[config.mk]
export PLATFORM = sky130hd
export DESIGN_NAME = div_mult_unit
export DESIGN_NICKNAME = d
export VERILOG_FILES = /design/src/rtl/div_mult_unit.sv
export SDC_FILE = /design/constraint.sdc
export NUM_CORES = 1
export LEC_CHECK = 0
export CORE_ASPECT_RATIO = 1.2
export CORE_MARGIN = 5
export CORE_UTILIZATION = 40
export DETAILED_ROUTE_END_ITERATION = 8
export GPL_TIMING_DRIVEN = 0
export PLACE_DENSITY = 0.66
export SYNTH_ARGS = -nofsm -noshare
export SYNTH_HDL_FRONTEND = slang
export SYNTH_SLANG_ARGS = --single-unit
[constraint.sdc]
create_clock -name clk -period 3.9 [get_ports clk]
set_input_delay 0.39 -clock clk [delete_from_list [all_inputs] [get_ports clk]]
set_output_delay 0.39 -clock clk [all_outputs]
set_load 0.02 [all_outputs]
[src/rtl/div_mult_unit.sv]
// div_mult_unit: iterative HI/LO multiply/divide unit.
// MTHI/MTLO write HI/LO directly in one cycle. MULT/MULTU/DIV/DIVU run
// bit-serially over WIDTH cycles on operand magnitudes. A final FIX cycle
// applies the sign, writes HI/LO, drops busy and pulses done.
module div_mult_unit #(
  parameter int WIDTH = 32
) (
  input  logic             clk,
  input  logic             reset,
  input  logic             start,
  input  logic [2:0]       op,
  input  logic [WIDTH-1:0] in_1,
  input  logic [WIDTH-1:0] in_2,
  output logic             busy,
  output logic             done,
  output logic [WIDTH-1:0] hi,
  output logic [WIDTH-1:0] lo
);

  localparam int CW = $clog2(WIDTH);

  localparam logic [2:0] OP_MTHI  = 3'b000;
  localparam logic [2:0] OP_MTLO  = 3'b001;
  localparam logic [2:0] OP_MULT  = 3'b010;
  localparam logic [2:0] OP_DIV   = 3'b100;

  typedef enum logic [1:0] {
    IDLE = 2'd0,
    RUN  = 2'd1,
    FIX  = 2'd2
  } state_t;

  state_t state_q, state_d;

  // Iteration counter, 0..WIDTH-1 during RUN.
  logic [CW-1:0] cnt_q, cnt_d;

  // Shared 2*WIDTH working register.
  //   multiply: upper half = running partial product, lower half = multiplier
  //             bits still to consume (shifted out from bit 0).
  //   divide:   upper half = partial remainder, lower half = dividend bits
  //             still to consume (from the top) with quotient bits entering
  //             at bit 0.
  logic [2*WIDTH-1:0] acc_q, acc_d;

  // Multiplicand magnitude (multiply) or divisor magnitude (divide).
  logic [WIDTH-1:0] opb_q, opb_d;

  logic is_div_q, is_div_d;   // 1 = divide, 0 = multiply
  logic sq_q, sq_d;           // sign of product / quotient
  logic sr_q, sr_d;           // sign of remainder (dividend sign)
  logic dz_q, dz_d;           // divisor was zero

  logic [WIDTH-1:0] hi_q, hi_d;
  logic [WIDTH-1:0] lo_q, lo_d;
  logic             busy_q, busy_d;
  logic             done_q, done_d;

  // Operand decode at the accepting edge.
  logic             signed_op;
  logic             is_muldiv;
  logic             s1, s2;
  logic [WIDTH-1:0] mag1, mag2;

  // One shift-add multiply step.
  logic [WIDTH:0]     mul_sum;
  logic [2*WIDTH-1:0] mul_next;

  // One restoring divide step.
  logic [WIDTH:0]     div_r;
  logic               div_ge;
  logic [WIDTH-1:0]   div_diff;
  logic [WIDTH-1:0]   rem_new;
  logic [2*WIDTH-1:0] div_next;

  // Final results before sign correction.
  logic [WIDTH-1:0] quo_mag, rem_mag;

  // Operand magnitudes and sign flags for the incoming request.
  always_comb begin
    signed_op = (op == OP_MULT) || (op == OP_DIV);
    is_muldiv = (op[2:1] == 2'b01) || (op[2:1] == 2'b10);
    s1        = signed_op & in_1[WIDTH-1];
    s2        = signed_op & in_2[WIDTH-1];
    mag1      = s1 ? -in_1 : in_1;
    mag2      = s2 ? -in_2 : in_2;
  end

  // Datapath for a single multiply or divide iteration.
  always_comb begin
    // Multiply: add the multiplicand when the current multiplier bit is set,
    // then shift the whole accumulator right by one (carry enters at the top).
    mul_sum  = {1'b0, acc_q[2*WIDTH-1:WIDTH]} + {1'b0, (acc_q[0] ? opb_q : {WIDTH{1'b0}})};
    mul_next = {mul_sum, acc_q[WIDTH-1:1]};

    // Divide: bring down the next dividend bit; subtract when it fits.
    // When div_ge holds, the true difference is below the divisor, so the
    // low WIDTH bits of the subtraction are exact.
    div_r    = {acc_q[2*WIDTH-1:WIDTH], acc_q[WIDTH-1]};
    div_ge   = (div_r >= {1'b0, opb_q});
    div_diff = div_r[WIDTH-1:0] - opb_q;
    rem_new  = div_ge ? div_diff : div_r[WIDTH-1:0];
    div_next = {rem_new, acc_q[WIDTH-2:0], div_ge};

    quo_mag  = acc_q[WIDTH-1:0];
    rem_mag  = acc_q[2*WIDTH-1:WIDTH];
  end

  // Next-state and register-update logic for the IDLE/RUN/FIX sequence.
  always_comb begin
    state_d  = state_q;
    cnt_d    = cnt_q;
    acc_d    = acc_q;
    opb_d    = opb_q;
    is_div_d = is_div_q;
    sq_d     = sq_q;
    sr_d     = sr_q;
    dz_d     = dz_q;
    hi_d     = hi_q;
    lo_d     = lo_q;
    busy_d   = busy_q;
    done_d   = 1'b0;

    unique case (state_q)
      IDLE: begin
        if (start) begin
          if (op == OP_MTHI) begin
            hi_d = in_1;
          end else if (op == OP_MTLO) begin
            lo_d = in_1;
          end else if (is_muldiv) begin
            is_div_d = op[2];
            sq_d     = s1 ^ s2;
            sr_d     = s1;
            dz_d     = (in_2 == {WIDTH{1'b0}});
            opb_d    = op[2] ? mag2 : mag1;
            acc_d    = {{WIDTH{1'b0}}, (op[2] ? mag1 : mag2)};
            cnt_d    = '0;
            busy_d   = 1'b1;
            state_d  = RUN;
          end
        end
      end

      RUN: begin
        acc_d = is_div_q ? div_next : mul_next;
        cnt_d = cnt_q + CW'(1);
        if (cnt_q == CW'(WIDTH - 1)) begin
          state_d = FIX;
        end
      end

      FIX: begin
        if (is_div_q) begin
          // With a zero divisor the restoring loop already yields an
          // all-ones quotient and a remainder equal to |dividend|; the
          // remainder's sign correction then reproduces the raw dividend.
          lo_d = dz_q ? {WIDTH{1'b1}} : (sq_q ? -quo_mag : quo_mag);
          hi_d = sr_q ? -rem_mag : rem_mag;
        end else begin
          {hi_d, lo_d} = sq_q ? -acc_q : acc_q;
        end
        busy_d  = 1'b0;
        done_d  = 1'b1;
        state_d = IDLE;
      end

      default: begin
        state_d = IDLE;
        busy_d  = 1'b0;
      end
    endcase
  end

  // State and datapath registers with synchronous active-low reset.
  always_ff @(posedge clk) begin
    if (!reset) begin
      state_q  <= IDLE;
      cnt_q    <= '0;
      acc_q    <= '0;
      opb_q    <= '0;
      is_div_q <= 1'b0;
      sq_q     <= 1'b0;
      sr_q     <= 1'b0;
      dz_q     <= 1'b0;
      hi_q     <= '0;
      lo_q     <= '0;
      busy_q   <= 1'b0;
      done_q   <= 1'b0;
    end else begin
      state_q  <= state_d;
      cnt_q    <= cnt_d;
      acc_q    <= acc_d;
      opb_q    <= opb_d;
      is_div_q <= is_div_d;
      sq_q     <= sq_d;
      sr_q     <= sr_d;
      dz_q     <= dz_d;
      hi_q     <= hi_d;
      lo_q     <= lo_d;
      busy_q   <= busy_d;
      done_q   <= done_d;
    end
  end

  assign busy = busy_q;
  assign done = done_q;
  assign hi   = hi_q;
  assign lo   = lo_q;

endmodule

==> results of run 1 <==
## path summary, 6_finish.rpt
check / end / from / depth (start not counted)
setup / recovery: acc_q[38] / acc_q[57] / 12
hold / removal: hi[10] / in_1[10] / 3
setup reg to reg: acc_q[38] / acc_q[57] / 12
hold reg to reg: opb_q[2] / opb_q[2] / 2
## kinds of logic (layout without fill, tap and decap cells)
kind of cell               after synthesis  count (layout)  synth area share (%)
AOI/OAI and AO/OA                      620             620                  26.9
xor gates and xnor gates               165             165                  9.78
adders and majority gates               73              73                  6.29
buffers and inverters                  198             360                  5.13
DFF                                    173             173                  23.4
muxes                                   99              99                  6.81
other                                    0               2                     0
and+or+nand+nor                        672             672                  21.7
## routing by layer
layer,GRT usage (%),routed length (um)
met3,4.09,4660
met4,19.6,4850
met2,52.3,30800
met5,0,0
met1,38.1,25500
## area by class of cell
cell class | count | area share, %
Antenna cell | 2 | 0.0288
Buffer | 133 | 3.04
Clock buffer | 25 | 2.91
Clock inverter | 7 | 0.447
Inverter | 65 | 1.43
Multi-Input combinational cell | 1629 | 61.3
Sequential cell | 173 | 20.0
Tap cell | 474 | 3.42
Timing Repair Buffer | 130 | 7.48
## worst max-delay path: cells and delay by family, from the launching register on
kind | cells | cell delay, ns
DFF | 1 | 0.56
AOI/OAI and AO/OA | 8 | 1.90
adders and majority gates | 1 | 0.30
buffers and inverters | 3 | 0.88
## layout by cell type (no fill, tap or decap), types with 21 or more instances in the layout
master / instances
sky130_fd_sc_hd__inv_1: 63
sky130_fd_sc_hd__or4_1: 24
sky130_fd_sc_hd__mux2i_1: 87
sky130_fd_sc_hd__xnor2_1: 75
sky130_fd_sc_hd__ha_1: 71
sky130_fd_sc_hd__and2_1: 21
sky130_fd_sc_hd__a211oi_1: 32
sky130_fd_sc_hd__o31ai_1: 30
sky130_fd_sc_hd__a21oi_1: 183
sky130_fd_sc_hd__xor2_1: 90
sky130_fd_sc_hd__clkbuf_1: 108
sky130_fd_sc_hd__clkdlybuf4s50_1: 129
sky130_fd_sc_hd__a221oi_1: 29
sky130_fd_sc_hd__a31oi_1: 23
sky130_fd_sc_hd__nand3_1: 68
sky130_fd_sc_hd__dfxtp_1: 168
sky130_fd_sc_hd__nor2_1: 246
sky130_fd_sc_hd__o21ai_0: 142
sky130_fd_sc_hd__a21o_1: 37
sky130_fd_sc_hd__nand2_1: 152
sky130_fd_sc_hd__nor3_1: 33
## power by group through the flow
| stage | Clock (mW) | Combinational (mW) | Sequential [mW] |
|---|---|---|---|
| 2_1_floorplan | 0 | 1.37 | 2.00 |
| 3_3_place_gp | 0 | 2.13 | 2.03 |
| 3_5_place_dp | 0 | 2.15 | 2.03 |
| 4_1_cts | 1.78 | 2.18 | 1.99 |
| 5_1_grt | 1.84 | 2.42 | 2.01 |
| 6_report | 1.78 | 2.27 | 2.00 |
## repair_timing
action | in CTS | in global routing
buffers inserted | 0 | 1
pin swaps | 0 | 1
setup endpoints to repair | 47 | 43
resized for setup | 14 | 24
## stage by stage
stage               setup TNS [ns]  utilization (%)  hold slack (ns)
finish                           0             47.3            0.378
global route                     0             47.3            0.440
detailed placement          -12.89             45.4            0.447
CTS                              0             47.0            0.356
floorplan                        0                -            0.424
global placement            -12.58             45.4            0.446
## sequential cells by signal (all words and copies together), names as in the netlist
name / count
acc_q: 64
busy: 1
cnt_q: 5
done: 1
dz_q: 1
hi: 32
is_div_q: 1
lo: 32
opb_q: 32
sq_q: 1
sr_q: 1
state_q: 2
## synthesized netlist by cell type, drive strengths merged (7+ instances only)
library cell	instances	area share (%)
o21a	13	0.66
a21o	37	1.9
a21oi	184	6.2
o211ai	14	0.75
nor2b	9	0.38
or4	27	1.4
a211oi	34	1.7
xor2	90	5.3
and3	15	0.64
buf	21	0.60
nand2b	12	0.51
xnor2	75	4.4
or3	22	0.97
nor4	17	0.76
nor2	246	6.3
a31oi	23	0.97
nand4	16	0.68
o221ai	16	0.95
o31ai	32	1.7
nand3	68	2.3
a221oi	29	1.7
a211o	7	0.42
mux2i	87	5.9
ha	71	6.0
a221o	8	0.54
mux2	12	0.91
o41ai	16	1.1
nand2	152	3.9
clkbuf	112	2.9
o21ai	149	5.0
nor3	37	1.3
or2	7	0.30
o22ai	8	0.34
and2	22	0.94
a22oi	11	0.56
dfxtp	173	23
inv	65	1.7
==> summary.md, run 1 <==
| Metric | Value |
|---|---|
| Yosys warning count | `0` |
| Antenna violation net count after detailed routing | `0` |
| Standby leakage power | `6.68 nW` |
| Clk pwr share | `29.4%` |
| Distinct cells, synth | `82` |
| # nets final | `2292` |
| Worst setup path category | `reg -> reg` |
| Worst-path cell with the longest stage delay | `sky130_fd_sc_hd__dfxtp_1` |
| Cell at the root of the clock tree | `sky130_fd_sc_hd__clkbuf_16` |
| Fraction of final layout cells with drive strength greater than 1 | `4.81%` |
| Number of register bits inferred by synthesis | `173` |
| Clock tree from TritonCTS | `built` |
| Post-CTS Hold Buffers | `0` |
| Number of clock buffers inserted by TritonCTS | `17` |
| CP max stage delay | `0.56 ns` |
| Worst-Skew Late Latency | `0.46 ns` |
| Avg Inst Size Synth | `7.38 um^2` |
| Combined flip-flop and latch cell area | `0.00347 mm^2` |
| Number of maximum-capacitance constraint violations | `0` |
| Switching part of the total | `40.4%` |
| Setup slack after layout | `0.133 ns` |
| Number of buffer cells added on primary ports | `129` |
| Internal power | `3.61 mW` |
| Chip Height | `220 um` |
| Final Wtd Congestion | `1.01` |
| Clock-pin transition on the worst setup and hold timing paths | `0.08 ns` |
| Max Fclk | `0.265 GHz` |
| Clock skew after layout | `0.0147 ns` |
| Number of iterations in the first detailed-routing pass | `5` |
| Post-synthesis sequential area ratio | `23.4%` |
| Pin count of the biggest net entering global routing | `17` |
| Total global routing overflow | `0` |
| Clock sink total | `173` |
| Via count | `16671` |
| Mapped cell area | `0.0148 mm^2` |
| Total wire length after detailed routing | `65800 um` |
| Total placed cells including tap cells | `2603` |
| FILL cells | `3735` |
| Setup repair after global routing missed its margin | `no` |
| GRT Util Overall | `31.3%` |
| Initial antenna violation count | `0` |
| Die footprint | `0.0409 mm^2` |
| Cell Rows | `77` |
| Endpoint kind of the worst setup timing path | `flip-flop` |
| Run status | `finished clean` |
| Maximum ir drop on the vdd rail | `0.260 mV` |
| Highest net fanout along the worst path | `10` |
| Initial Util | `40.2%` |
| Primary flip-flop cell chosen by synthesis mapping | `sky130_fd_sc_hd__dfxtp_1` |
| Tightest Pin Transition | `0.929 ns` |
| Final total power | `6.06 mW` |
| Ordered cell list for the critical path | `ha_1 -> clkbuf_1 -> a21o_1 -> a21o_1 -> a21oi_1 -> o21ai_0 -> a41o_1 -> a31oi_1 -> clkbuf_2 -> clkbuf_2 -> o21ai_0 -> a221o_1` |
| Max_slew headroom | `38.0%` |
| Via count of the first global-routing pass | `15862` |
| CP Data Required Time | `4.24 ns` |
| Detailed-placement wirelength estimate | `52400 um` |
| Number of enable flip-flop cells after synthesis | `0` |
| Setup Viol. Count Final | `0` |
| Io pins | `136` |
| Final instance count without filler cells | `2638` |
| Post-place setup slack | `-0.467 ns` |
| Wire length per cell | `24.9 um` |
| Cell area after placement | `0.0167 mm^2` |
| Post-route minimum period | `3.77 ns` |
| Power per standard cell area | `349 mW/mm^2` |
| Pins Over Slew Limit | `0` |
| DRC Markers | `0` |
| Area inside the core boundary | `0.0367 mm^2` |
| Hold Fails Final Rpt | `0` |
| Worst R2R Setup Slack | `0.13 ns` |
| Combinational share of power | `37.5%` |
| Multi-input combinational cell area | `0.0106 mm^2` |
| Min-delay worst type | `in -> reg` |
| Routed vias/inst | `6.32` |
| Syn Nets | `2143` |
| Total non-filler cell area in the finished layout | `0.0174 mm^2` |
| Number of H-tree levels | `4` |
| Initial detailed-routing violation count | `1567` |
| DIE WIDTH | `185 um` |
| Clock Tree Buf Depth | `2` |
| Sequential Power Share | `33.1%` |
| Net switching power | `2.45 mW` |
| Synth Instances | `2000` |
| Asr flop ratio synth | `0%` |
| Data arrival at the endpoint of the critical path | `4.11 ns` |
| Layout overhead on the synthesized area | `17.6%` |
| Worst setup SP type | `flip-flop` |
| Wire length of the first global-routing pass | `97400 um` |
| Final period util | `96.6%` |
Note: power is estimated with default switching activity, not from simulation.
==> run 2: changes to the inputs <==
--- a/config.mk
+++ b/config.mk
@@ -10,7 +10,7 @@
 export CORE_UTILIZATION = 40
 export DETAILED_ROUTE_END_ITERATION = 8
 export GPL_TIMING_DRIVEN = 0
-export PLACE_DENSITY = 0.66
+export PLACE_DENSITY = 0.62
 export SYNTH_ARGS = -nofsm -noshare
 export SYNTH_HDL_FRONTEND = slang
 export SYNTH_SLANG_ARGS = --single-unit
==> run 2 against run 1 <==
Wire length down 0.48%. Count of clock-buffer cells in the layout decreased by 2. Clock power is 8% lower. Sequential power about the same. Core utilization decreased by 0.21 points. Critical path depth unchanged. Critical path type unchanged.
==> summary.md, run 2 (synthesis results as in run 1) <==
| Metric | Value |
|---|---|
| Internal power | `3.48 mW (-3.5%)` |
| Cell Rows | `77 (unchanged)` |
| Via count of the first global-routing pass | `15668 (-1.2%)` |
| Data arrival at the endpoint of the critical path | `4.10 ns (about the same)` |
| Antenna violation net count after detailed routing | `0 (unchanged)` |
| Net switching power | `2.44 mW (-0.31%)` |
| Pins Over Slew Limit | `0 (unchanged)` |
| Run status | `finished clean` |
| Largest reg by FF count | `acc_q` |
| Setup Viol. Count Final | `0 (unchanged)` |
| Commonest non-fill, non-tap cell in the layout | `sky130_fd_sc_hd__nor2_1` |
| Wire length of the first global-routing pass | `96500 um (-0.89%)` |
| Number of clock buffers inserted by TritonCTS | `17 (unchanged)` |
| Standby leakage power | `6.62 nW (-0.85%)` |
| Sequential Power Share | `33.8% (+0.7 points)` |
| Final Wtd Congestion | `1.01 (-0.23%)` |
| Clk pwr share | `27.7% (-1.7 points)` |
| Die footprint | `0.0409 mm^2 (unchanged)` |
| Cell at the root of the clock tree | `sky130_fd_sc_hd__clkbuf_16` |
| Max_slew headroom | `38.0% (-0.041 points)` |
| Final core utilization | `47.1% (-0.21 points)` |
| Max Fclk | `0.265 GHz (-0.30%)` |
| Total placed cells including tap cells | `2603 (unchanged)` |
| DRC Markers | `0 (unchanged)` |
| Worst setup SP type | `flip-flop` |
| Chip Height | `220 um (unchanged)` |
| Final instance count without filler cells | `2636 (-0.076%)` |
| Total wire length after detailed routing | `65500 um (-0.48%)` |
| CP Data Required Time | `4.22 ns (-0.02 ns)` |
| Layout overhead on the synthesized area | `17.0%` |
| Initial antenna violation count | `1 (+1)` |
| # nets final | `2293 (+0.044%)` |
| Clock Tree Buf Depth | `2 (unchanged)` |
| Number of maximum-capacitance constraint violations | `0 (unchanged)` |
| GR met1 Demand/Resource | `38.2% (+0.080 points)` |
| Worst hold slack | `0.393 ns (+0.0153 ns)` |
| Fraction of final layout cells with drive strength greater than 1 | `4.49% (-0.32 points)` |
| Post-route minimum period | `3.78 ns (+0.0115 ns)` |
| Min-delay worst type | `in -> reg` |
| Busiest layer in global routing | `met2` |
| Endpoint kind of the worst setup timing path | `flip-flop` |
| Routed vias/inst | `6.33 (+0.16%)` |
| Number of diodes | `0 (-2)` |
| Met3 GRT Util | `4.08% (-0.016 points)` |
| DIE WIDTH | `185 um (unchanged)` |
| Switching part of the total | `41.2% (+0.77 points)` |
| Worst setup path category | `reg -> reg` |
| Met2 capacity usage during global routing | `50.9% (-1.4 points)` |
| Area inside the core boundary | `0.0367 mm^2 (unchanged)` |
| Flip-flop count of the largest register after layout | `64 (unchanged)` |
| Io pins | `136 (unchanged)` |
| Total global routing overflow | `0 (unchanged)` |
| Via count | `16685 (+0.084%)` |
| Combinational share of power | `38.5% (+1.0 points)` |
| Clock-pin transition on the worst setup and hold timing paths | `0.07 ns (about the same)` |
| Leading cell types in the layout, fill and taps excluded | `sky130_fd_sc_hd__nor2_1, sky130_fd_sc_hd__a21oi_1, sky130_fd_sc_hd__dfxtp_1, sky130_fd_sc_hd__nand2_1, sky130_fd_sc_hd__o21ai_0` |
| Tightest Pin Transition | `0.930 ns (+0.000621 ns)` |
| Worst-Skew Late Latency | `0.46 ns (about the same)` |
| Number of iterations in the first detailed-routing pass | `8 (+3)` |
| Post-CTS Hold Buffers | `0 (unchanged)` |
| Highest net fanout along the worst path | `10 (unchanged)` |
| Clock sink total | `173 (unchanged)` |
| Hold Fails Final Rpt | `0 (unchanged)` |
| Power per standard cell area | `343 mW/mm^2 (-1.7%)` |
| Clock skew after layout | `0.0180 ns (+0.00330 ns)` |
| Initial Util | `40.2% (unchanged)` |
| Detailed-placement wirelength estimate | `51900 um (-0.86%)` |
| Number of H-tree levels | `4 (unchanged)` |
| GRT Util Overall | `31.0% (-0.38 points)` |
| Clock tree from TritonCTS | `built` |
| Wire length per cell | `24.8 um (-0.40%)` |
| Pin count of the biggest net entering global routing | `17 (unchanged)` |
| Final period util | `96.9% (+0.29 points)` |
| Maximum ir drop on the vdd rail | `0.270 mV (+3.8%)` |
| Initial detailed-routing violation count | `1758 (+12%)` |
| Number of buffer cells added on primary ports | `129 (unchanged)` |
==> run 2: critical path, cell delays in order, from the launching register on <==
cell                       delay (ns)
sky130_fd_sc_hd__dfxtp_1         0.62
sky130_fd_sc_hd__ha_1            0.39
sky130_fd_sc_hd__and4_1          0.24
sky130_fd_sc_hd__and2_1          0.23
sky130_fd_sc_hd__a21boi_1        0.22
sky130_fd_sc_hd__o21ai_2         0.32
sky130_fd_sc_hd__nand3_1         0.18
sky130_fd_sc_hd__a31oi_1         0.25
sky130_fd_sc_hd__clkbuf_2        0.31
sky130_fd_sc_hd__buf_2           0.36
sky130_fd_sc_hd__a21oi_1         0.12
sky130_fd_sc_hd__a221oi_1        0.33
sky130_fd_sc_hd__nor2_1          0.07
==> run 2: stage by stage <==
| stage | TNS, ns | instance area (um^2) | setup slack (ns) | power [mW] |
|---|---|---|---|---|
| 6_report | 0 | 17300 | 0.122 | 5.93 |
| 2_1_floorplan | 0 | 14800 | 0.666 | 3.37 |
| 3_3_place_gp | -21.70 | 16700 | -0.726 | 4.19 |
| 3_5_place_dp | -19.93 | 16700 | -0.696 | 4.20 |
| 4_1_cts | 0 | 17200 | 0.00489 | 5.83 |
| 5_1_grt | -0.0102 | 17300 | -0.0102 | 6.12 |
==> run 2: what timing repair did <==
item | CTS | global route
setup endpoints to repair | 46 | 42
setup buffers | 0 | 2
gates resized for setup | 15 | 16
cloned | 0 | 0
==> run 2: layer usage <==
metal | share of wire [%] | vias up
met1 | 39 | 7933
met3 | 7.2 | 236
li1 | - | 7605
met5 | 0.020 | -
met2 | 46 | 909
met4 | 7.5 | 2
==> run 2: final cells by class <==
type | count | area (um^2)
clock inverters | 8 | 60.1
flip-flops and latches | 173 | 3470
multi-input cells | 1629 | 10600
inverters | 65 | 248
fillers | 3716 | 19400
repair buffers | 131 | 1310
clock buffers | 23 | 468
well taps | 474 | 593
plain buffers | 133 | 524
==> run 2: path summary, 6_finish.rpt <==
check,start,to,slack (ns),depth (start not counted)
max reg2reg,acc_q[39],acc_q[0],0.12,12
max,acc_q[39],acc_q[0],0.12,12
min,in_1[10],hi[10],0.39,3
min reg2reg,opb_q[3],opb_q[3],0.46,2
==> run 2: power groups by stage <==
stage / clock network, mW / logic (mW) / registers (mW)
after global routing: 1.70 / 2.42 / 2.01
after detailed placement: 0 / 2.16 / 2.03
after global placement: 0 / 2.16 / 2.03
after CTS: 1.64 / 2.19 / 1.99
after floorplan: 0 / 1.37 / 2.00
final: 1.64 / 2.28 / 2.00
==> run 3: changes to the inputs <==
--- a/config.mk
+++ b/config.mk
@@ -10,6 +10,7 @@
 export CORE_UTILIZATION = 40
 export DETAILED_ROUTE_END_ITERATION = 8
 export GPL_TIMING_DRIVEN = 0
+export HOLD_SLACK_MARGIN = 0.12
 export PLACE_DENSITY = 0.62
 export SYNTH_ARGS = -nofsm -noshare
 export SYNTH_HDL_FRONTEND = slang
==> results of run 3 <==
The final DEF is identical to that of run 2; final timing and power are the same.
